[src/rtl/mux2_1_arb.sv]
// mux2_1_arb: round-robin arbiter that owns a shared 2:1 burst mux, holding each grant until last.
// Optional feature macro ARB_TIMEOUT_EN: caps a grant at MAX_BURST beats and adds the timeout_o pulse.
//
// state     | meaning
// S_IDLE    | no grant; arbitrate among pending requests (one cycle)
// S_GRANT_A | requester A owns the downstream port
// S_GRANT_B | requester B owns the downstream port
module mux2_1_arb #(
    parameter int DATA_W    = 8,
    parameter int MAX_BURST = 16
) (
    input  logic              clk,
    input  logic              rst,
    input  logic [DATA_W-1:0] data_a,
    input  logic              a_valid,
    input  logic              a_last,
    output logic              a_ready,
    input  logic [DATA_W-1:0] data_b,
    input  logic              b_valid,
    input  logic              b_last,
    output logic              b_ready,
    output logic [DATA_W-1:0] o_data,
    output logic              o_valid,
    output logic              o_last,
    input  logic              o_ready,
    output logic              sel,
    output logic              busy
`ifdef ARB_TIMEOUT_EN
    ,
    output logic              timeout_o
`endif
);

    typedef enum logic [1:0] {
        S_IDLE    = 2'd0,
        S_GRANT_A = 2'd1,
        S_GRANT_B = 2'd2
    } state_t;

    state_t     r_state;
    state_t     w_state_nxt;
    logic       r_sel;
    logic       w_sel_nxt;
    logic       r_last_served;
    logic       w_last_served_nxt;
    logic [7:0] r_beat_cnt;
    logic [7:0] w_beat_cnt_nxt;

    logic       w_xfer_a;
    logic       w_xfer_b;
    logic       w_xfer;
    logic       w_xfer_last;
    logic       w_timeout;

    assign w_xfer_a    = (r_state == S_GRANT_A) && a_valid && o_ready;
    assign w_xfer_b    = (r_state == S_GRANT_B) && b_valid && o_ready;
    assign w_xfer      = w_xfer_a || w_xfer_b;
    assign w_xfer_last = (w_xfer_a && a_last) || (w_xfer_b && b_last);

`ifdef ARB_TIMEOUT_EN
    localparam logic [7:0] CNT_LIMIT = 8'(MAX_BURST - 1);

    // Forced release on the MAX_BURST-th beat of a grant when that beat is not last.
    assign w_timeout = w_xfer && !w_xfer_last && (r_beat_cnt == CNT_LIMIT);
    assign timeout_o = w_timeout;
`else
    assign w_timeout = 1'b0;
`endif

    always_ff @(posedge clk) begin
        if (rst) begin
            r_state       <= S_IDLE;
            r_sel         <= 1'b0;
            r_last_served <= 1'b1;
            r_beat_cnt    <= 8'd0;
        end else begin
            r_state       <= w_state_nxt;
            r_sel         <= w_sel_nxt;
            r_last_served <= w_last_served_nxt;
            r_beat_cnt    <= w_beat_cnt_nxt;
        end
    end

    always_comb begin
        w_state_nxt       = r_state;
        w_sel_nxt         = r_sel;
        w_last_served_nxt = r_last_served;
        w_beat_cnt_nxt    = r_beat_cnt;
        o_valid           = 1'b0;
        a_ready           = 1'b0;
        b_ready           = 1'b0;

        case (r_state)
            S_IDLE: begin
                // last_served: 0 = A, 1 = B; a tie goes to whoever was not served last
                if (a_valid && (!b_valid || r_last_served)) begin
                    w_state_nxt = S_GRANT_A;
                    w_sel_nxt   = 1'b0;
                end else if (b_valid) begin
                    w_state_nxt = S_GRANT_B;
                    w_sel_nxt   = 1'b1;
                end
            end
            S_GRANT_A: begin
                o_valid = a_valid;
                a_ready = o_ready;
            end
            S_GRANT_B: begin
                o_valid = b_valid;
                b_ready = o_ready;
            end
            default: begin
                w_state_nxt = S_IDLE;
            end
        endcase

        if (w_xfer) begin
            if (w_xfer_last || w_timeout) begin
                w_state_nxt       = S_IDLE;
                w_last_served_nxt = w_xfer_b;
                w_beat_cnt_nxt    = 8'd0;
            end else if (r_beat_cnt != 8'hFF) begin
                w_beat_cnt_nxt = r_beat_cnt + 8'd1;
            end
        end
    end

    assign sel    = r_sel;
    assign busy   = (r_state != S_IDLE);
    assign o_data = r_sel ? data_b : data_a;
    assign o_last = r_sel ? b_last : a_last;

endmodule

[config.mk]
export PLATFORM = sky130hd
export DESIGN_NAME = mux2_1_arb
export DESIGN_NICKNAME = d
export VERILOG_FILES = /design/src/rtl/mux2_1_arb.sv
export SDC_FILE = /design/constraint.sdc
export NUM_CORES = 1
export LEC_CHECK = 0
export ABC_AREA = 0
export CORE_MARGIN = 1.5
export CORE_UTILIZATION = 26
export CTS_BUF_LIST = sky130_fd_sc_hd__clkbuf_4 sky130_fd_sc_hd__clkbuf_8
export CTS_CLUSTER_SIZE = 12
export DETAILED_ROUTE_END_ITERATION = 10
export GPL_TIMING_DRIVEN = 0
export PLACE_DENSITY = 0.87
export SKIP_LAST_GASP = 1
export SYNTH_ARGS = -nofsm -noshare
export SYNTH_HDL_FRONTEND = slang
export SYNTH_SLANG_ARGS = --single-unit
[constraint.sdc]
create_clock -name clk -period 1.37 [get_ports clk]
set_clock_uncertainty 0.2 [all_clocks]
set_input_delay 0.137 -clock clk [delete_from_list [all_inputs] [get_ports clk]]
set_output_delay 0.137 -clock clk [all_outputs]
set_load 0.05 [all_outputs]
==> load_flow_metrics.sql <==
INSERT INTO impl_metrics (metric_group, metric, value, unit) VALUES
('floorplanning', 'chipHeight', '40.3', 'um'),
('worst_hold_path', 'hold_ep', 'sel', ''),
('worst_hold_path', 'min_delay_path_depth', '2', ''),
('clocking', 'cts_buffers', '3', ''),
('clocking', 'h-tree-depth', '1', ''),
('clocking', 'clockBufferDepth', '2', ''),
('floorplanning', 'dieArea', '1620', 'um^2'),
('critical_path', 'timing.critical_path.required', '1.03', 'ns'),
('timing', 'timing.slew.headroom', '0.816', ''),
('clocking', 'ctsHoldBuffers', '0', ''),
('power', 'power_density_over_the_cells', '858', 'nW/um^2'),
('power', 'p_sw_frac', '0.397', ''),
('timing', 'max_clock_freq', '647', 'MHz'),
('cells_and_area', 'nets', '110', ''),
('synthesis', 'seq_area_frac_synth', '0.221', ''),
('synthesis', 'flops_latches_synth', '4', ''),
('synthesis', 'ys_top_cells_by_area', 'dfxtp_1 22%, mux2_1 16%, mux2_2 12%, ha_1 10%, inv_1 5.2%', ''),
('placement', 'routabilityCongestion', '0.655', ''),
('floorplanning', 'ioPinCount', '37', ''),
('critical_path', 'worst_ep_arrival_time', '1.21', 'ns'),
('timing', 'worst_slew_pin_slew', '0.277', 'ns'),
('global_route', 'globalRoute.totalOverflow', '0', ''),
('critical_path', 'ff2ff_path_depth', '5', ''),
('placement', 'dp_hpwl', '998', 'um'),
('placement', 'numPlacedInstances', '91', ''),
('route', 'avgRoutedWirePerCell', '13.9', 'um'),
('critical_path', 'worst_setup_path_start_kind', 'flop', ''),
('clocking', 'clock_latency', '0.24', 'ns'),
('route', 'initialDrtViolationCount', '6', ''),
('synthesis', 'syn_avg_cell_area', '9.04', 'um^2'),
('synthesis', 'yosysTopAreaCell', 'dfxtp_1', ''),
('power', 'internal-power', '0.490', 'mW'),
('run_status', 'outcome', 'finished with violations', ''),
('route', 'routed-via-count', '485', ''),
('global_route', 'grt_pass1_wl', '1740', 'um'),
('critical_path', 'cp_max_fo', '3', ''),
('clocking', 'cts_tree', 'yes', ''),
('critical_path', 'cp-end-kind', 'output pin', ''),
('cells_and_area', 'multi_input_comb_area', '343', 'um^2'),
('cells_and_area', 'seq_area', '91.3', 'um^2'),
('route', 'drt_wl_total', '1350', 'um'),
('synthesis', 'net_count_of_the_mapped_netlist', '66', ''),
('critical_path', 'rr_endpoint', 'r_state[1]', ''),
('power', 'static-leakage-power', '0.405', 'nW'),
('global_route', 'grtUsageTotal', '0.168', ''),
('route', 'drc', '0', ''),
('floorplanning', 'core.rowCount', '13', ''),
('worst_hold_path', 'min-delay-start', 'rst', ''),
('cells_and_area', 'number_of_antenna_repair_diodes', '0', ''),
('synthesis', 'netlist_instances', '40', ''),
('run_status', 'violations_in_the_final_reports', 'setup timing', ''),
('power', 'ir_worst_vdd', '0.793', 'mV'),
('run', 'maxCapViolations', '0', ''),
('global_route', 'grt_max_degree', '11', ''),
('timing', 'final-hold-violation-count', '0', ''),
('timing', 'maxSlewViolCount', '0', ''),
('cells_and_area', 'final_cells', '97', ''),
('cells_and_area', 'layout_commonest_cell', 'clkdlybuf4s50_1', ''),
('clocking', 'cts.sink_count', '4', ''),
('cells_and_area', 'area_delta_synth_final', '162', '%'),
('power', 'combPwrFrac', '0.637', ''),
('power', 'seqPwrFrac', '0.184', ''),
('power', 'clockPowerShare', '0.179', ''),
('timing', 'setup_viol', '14', ''),
('timing', 'postLayoutSetupSlackWorst', '-0.177', 'ns'),
('cells_and_area', 'layout.cells.most_common_list', '22 x clkdlybuf4s50_1, 11 x buf_6, 9 x mux2_4', ''),
('placement', 'post-place-ws', '-0.761', 'ns'),
('floorplanning', 'core_area', '1300', 'um^2'),
('clocking', 'cts_root_buffer', 'clkbuf_4', ''),
('critical_path', 'critical_path.reg2reg.startpoint', 'r_state[1]', ''),
('clocking', 'clkSlewWorstSetupHoldPaths', '0.04', 'ns');
logic make-up (layout without fill, tap and decap cells):
kind of cell,after synthesis,count (layout),synth area share
adder cells (fa/ha/maj),3,3,0.104
AND/OR/NAND/NOR,10,10,0.163
buffers and inverters,6,48,0.0657
multiplexers,9,9,0.280
AO/OA/AOI/OAI,8,8,0.166
flip-flops,4,4,0.221
final cells by class:
class | instances | share of cell area
buffer | 1 | 0.0211
clock buffer | 3 | 0.0238
inverter | 5 | 0.0277
multi-input combinational | 30 | 0.362
sequential | 4 | 0.0964
tap | 15 | 0.0198
timing repair buffer | 39 | 0.449
synthesized netlist by cell type:
library cell,count
mux2_1,5
a22oi_1,1
a21oi_1,2
nand4_1,1
a32oi_1,1
mux2_2,4
inv_1,5
and2_4,1
nor2b_1,1
and4_4,1
and2_2,1
dfxtp_1,4
ha_1,3
nor2_1,1
a211o_1,1
nand2_1,4
a311o_1,1
buf_2,1
o211ai_1,2
registers in the layout, indices dropped and copies added (netlist names):
| name | cells |
|---|---|
| sel | 1 |
| r_last_served | 1 |
| r_state | 2 |
power by group through the flow:
stage	Sequential (mW)	Clock [mW]	Combinational [mW]
after global placement	0.147	0	0.430
after global routing	0.150	0.160	0.543
after detailed placement	0.147	0	0.439
final	0.150	0.145	0.518
after floorplan	0.154	0	0.273
after CTS	0.146	0.150	0.492
metal layers:
metal | up-vias | GRT usage | part of all wire
li1 | 232 | - | -
met1 | 219 | 0.132 | 0.31
met2 | 34 | 0.339 | 0.51
met3 | 0 | 0.0944 | 0.18
met4 | 0 | 0.0500 | 0
met5 | - | 0 | 0
how the worst max path moves through the flow:
stage	depth (start not counted)	slack (ns)	to	startpoint
after floorplan	5	-0.04	r_state[1]	r_state[0]
after global placement	4	-0.75	o_valid	b_valid
after detailed placement	4	-0.76	o_valid	b_valid
after CTS	5	-0.18	o_valid	r_state[0]
after global routing	5	-0.21	o_valid	r_state[0]
final	5	-0.18	o_valid	r_state[0]
what timing repair did:
item                                    in CTS  in global routing
gates cloned                                 0                  1
pin swaps                                    1                  1
gates resized for setup                    103                  2
buffers inserted                             1                  1
endpoints found under the setup margin      16                 15
critical path: stages, from the launching register on:
cell	delay, ns
dfxtp_4	0.37
inv_4	0.06
ha_4	0.15
a22oi_2	0.19
nor2b_4	0.06
buf_6	0.15
per-stage QoR:
stage	hold WS (ns)	area [um^2]	total power [mW]	util
floorplan	-0.000300	445	0.427	-
global placement	0.284	825	0.577	0.634
detailed placement	0.286	825	0.586	0.634
CTS	0.295	908	0.789	0.698
global route	0.320	947	0.853	0.728
finish	0.305	947	0.813	0.728
(Power assumes the default switching activity.)
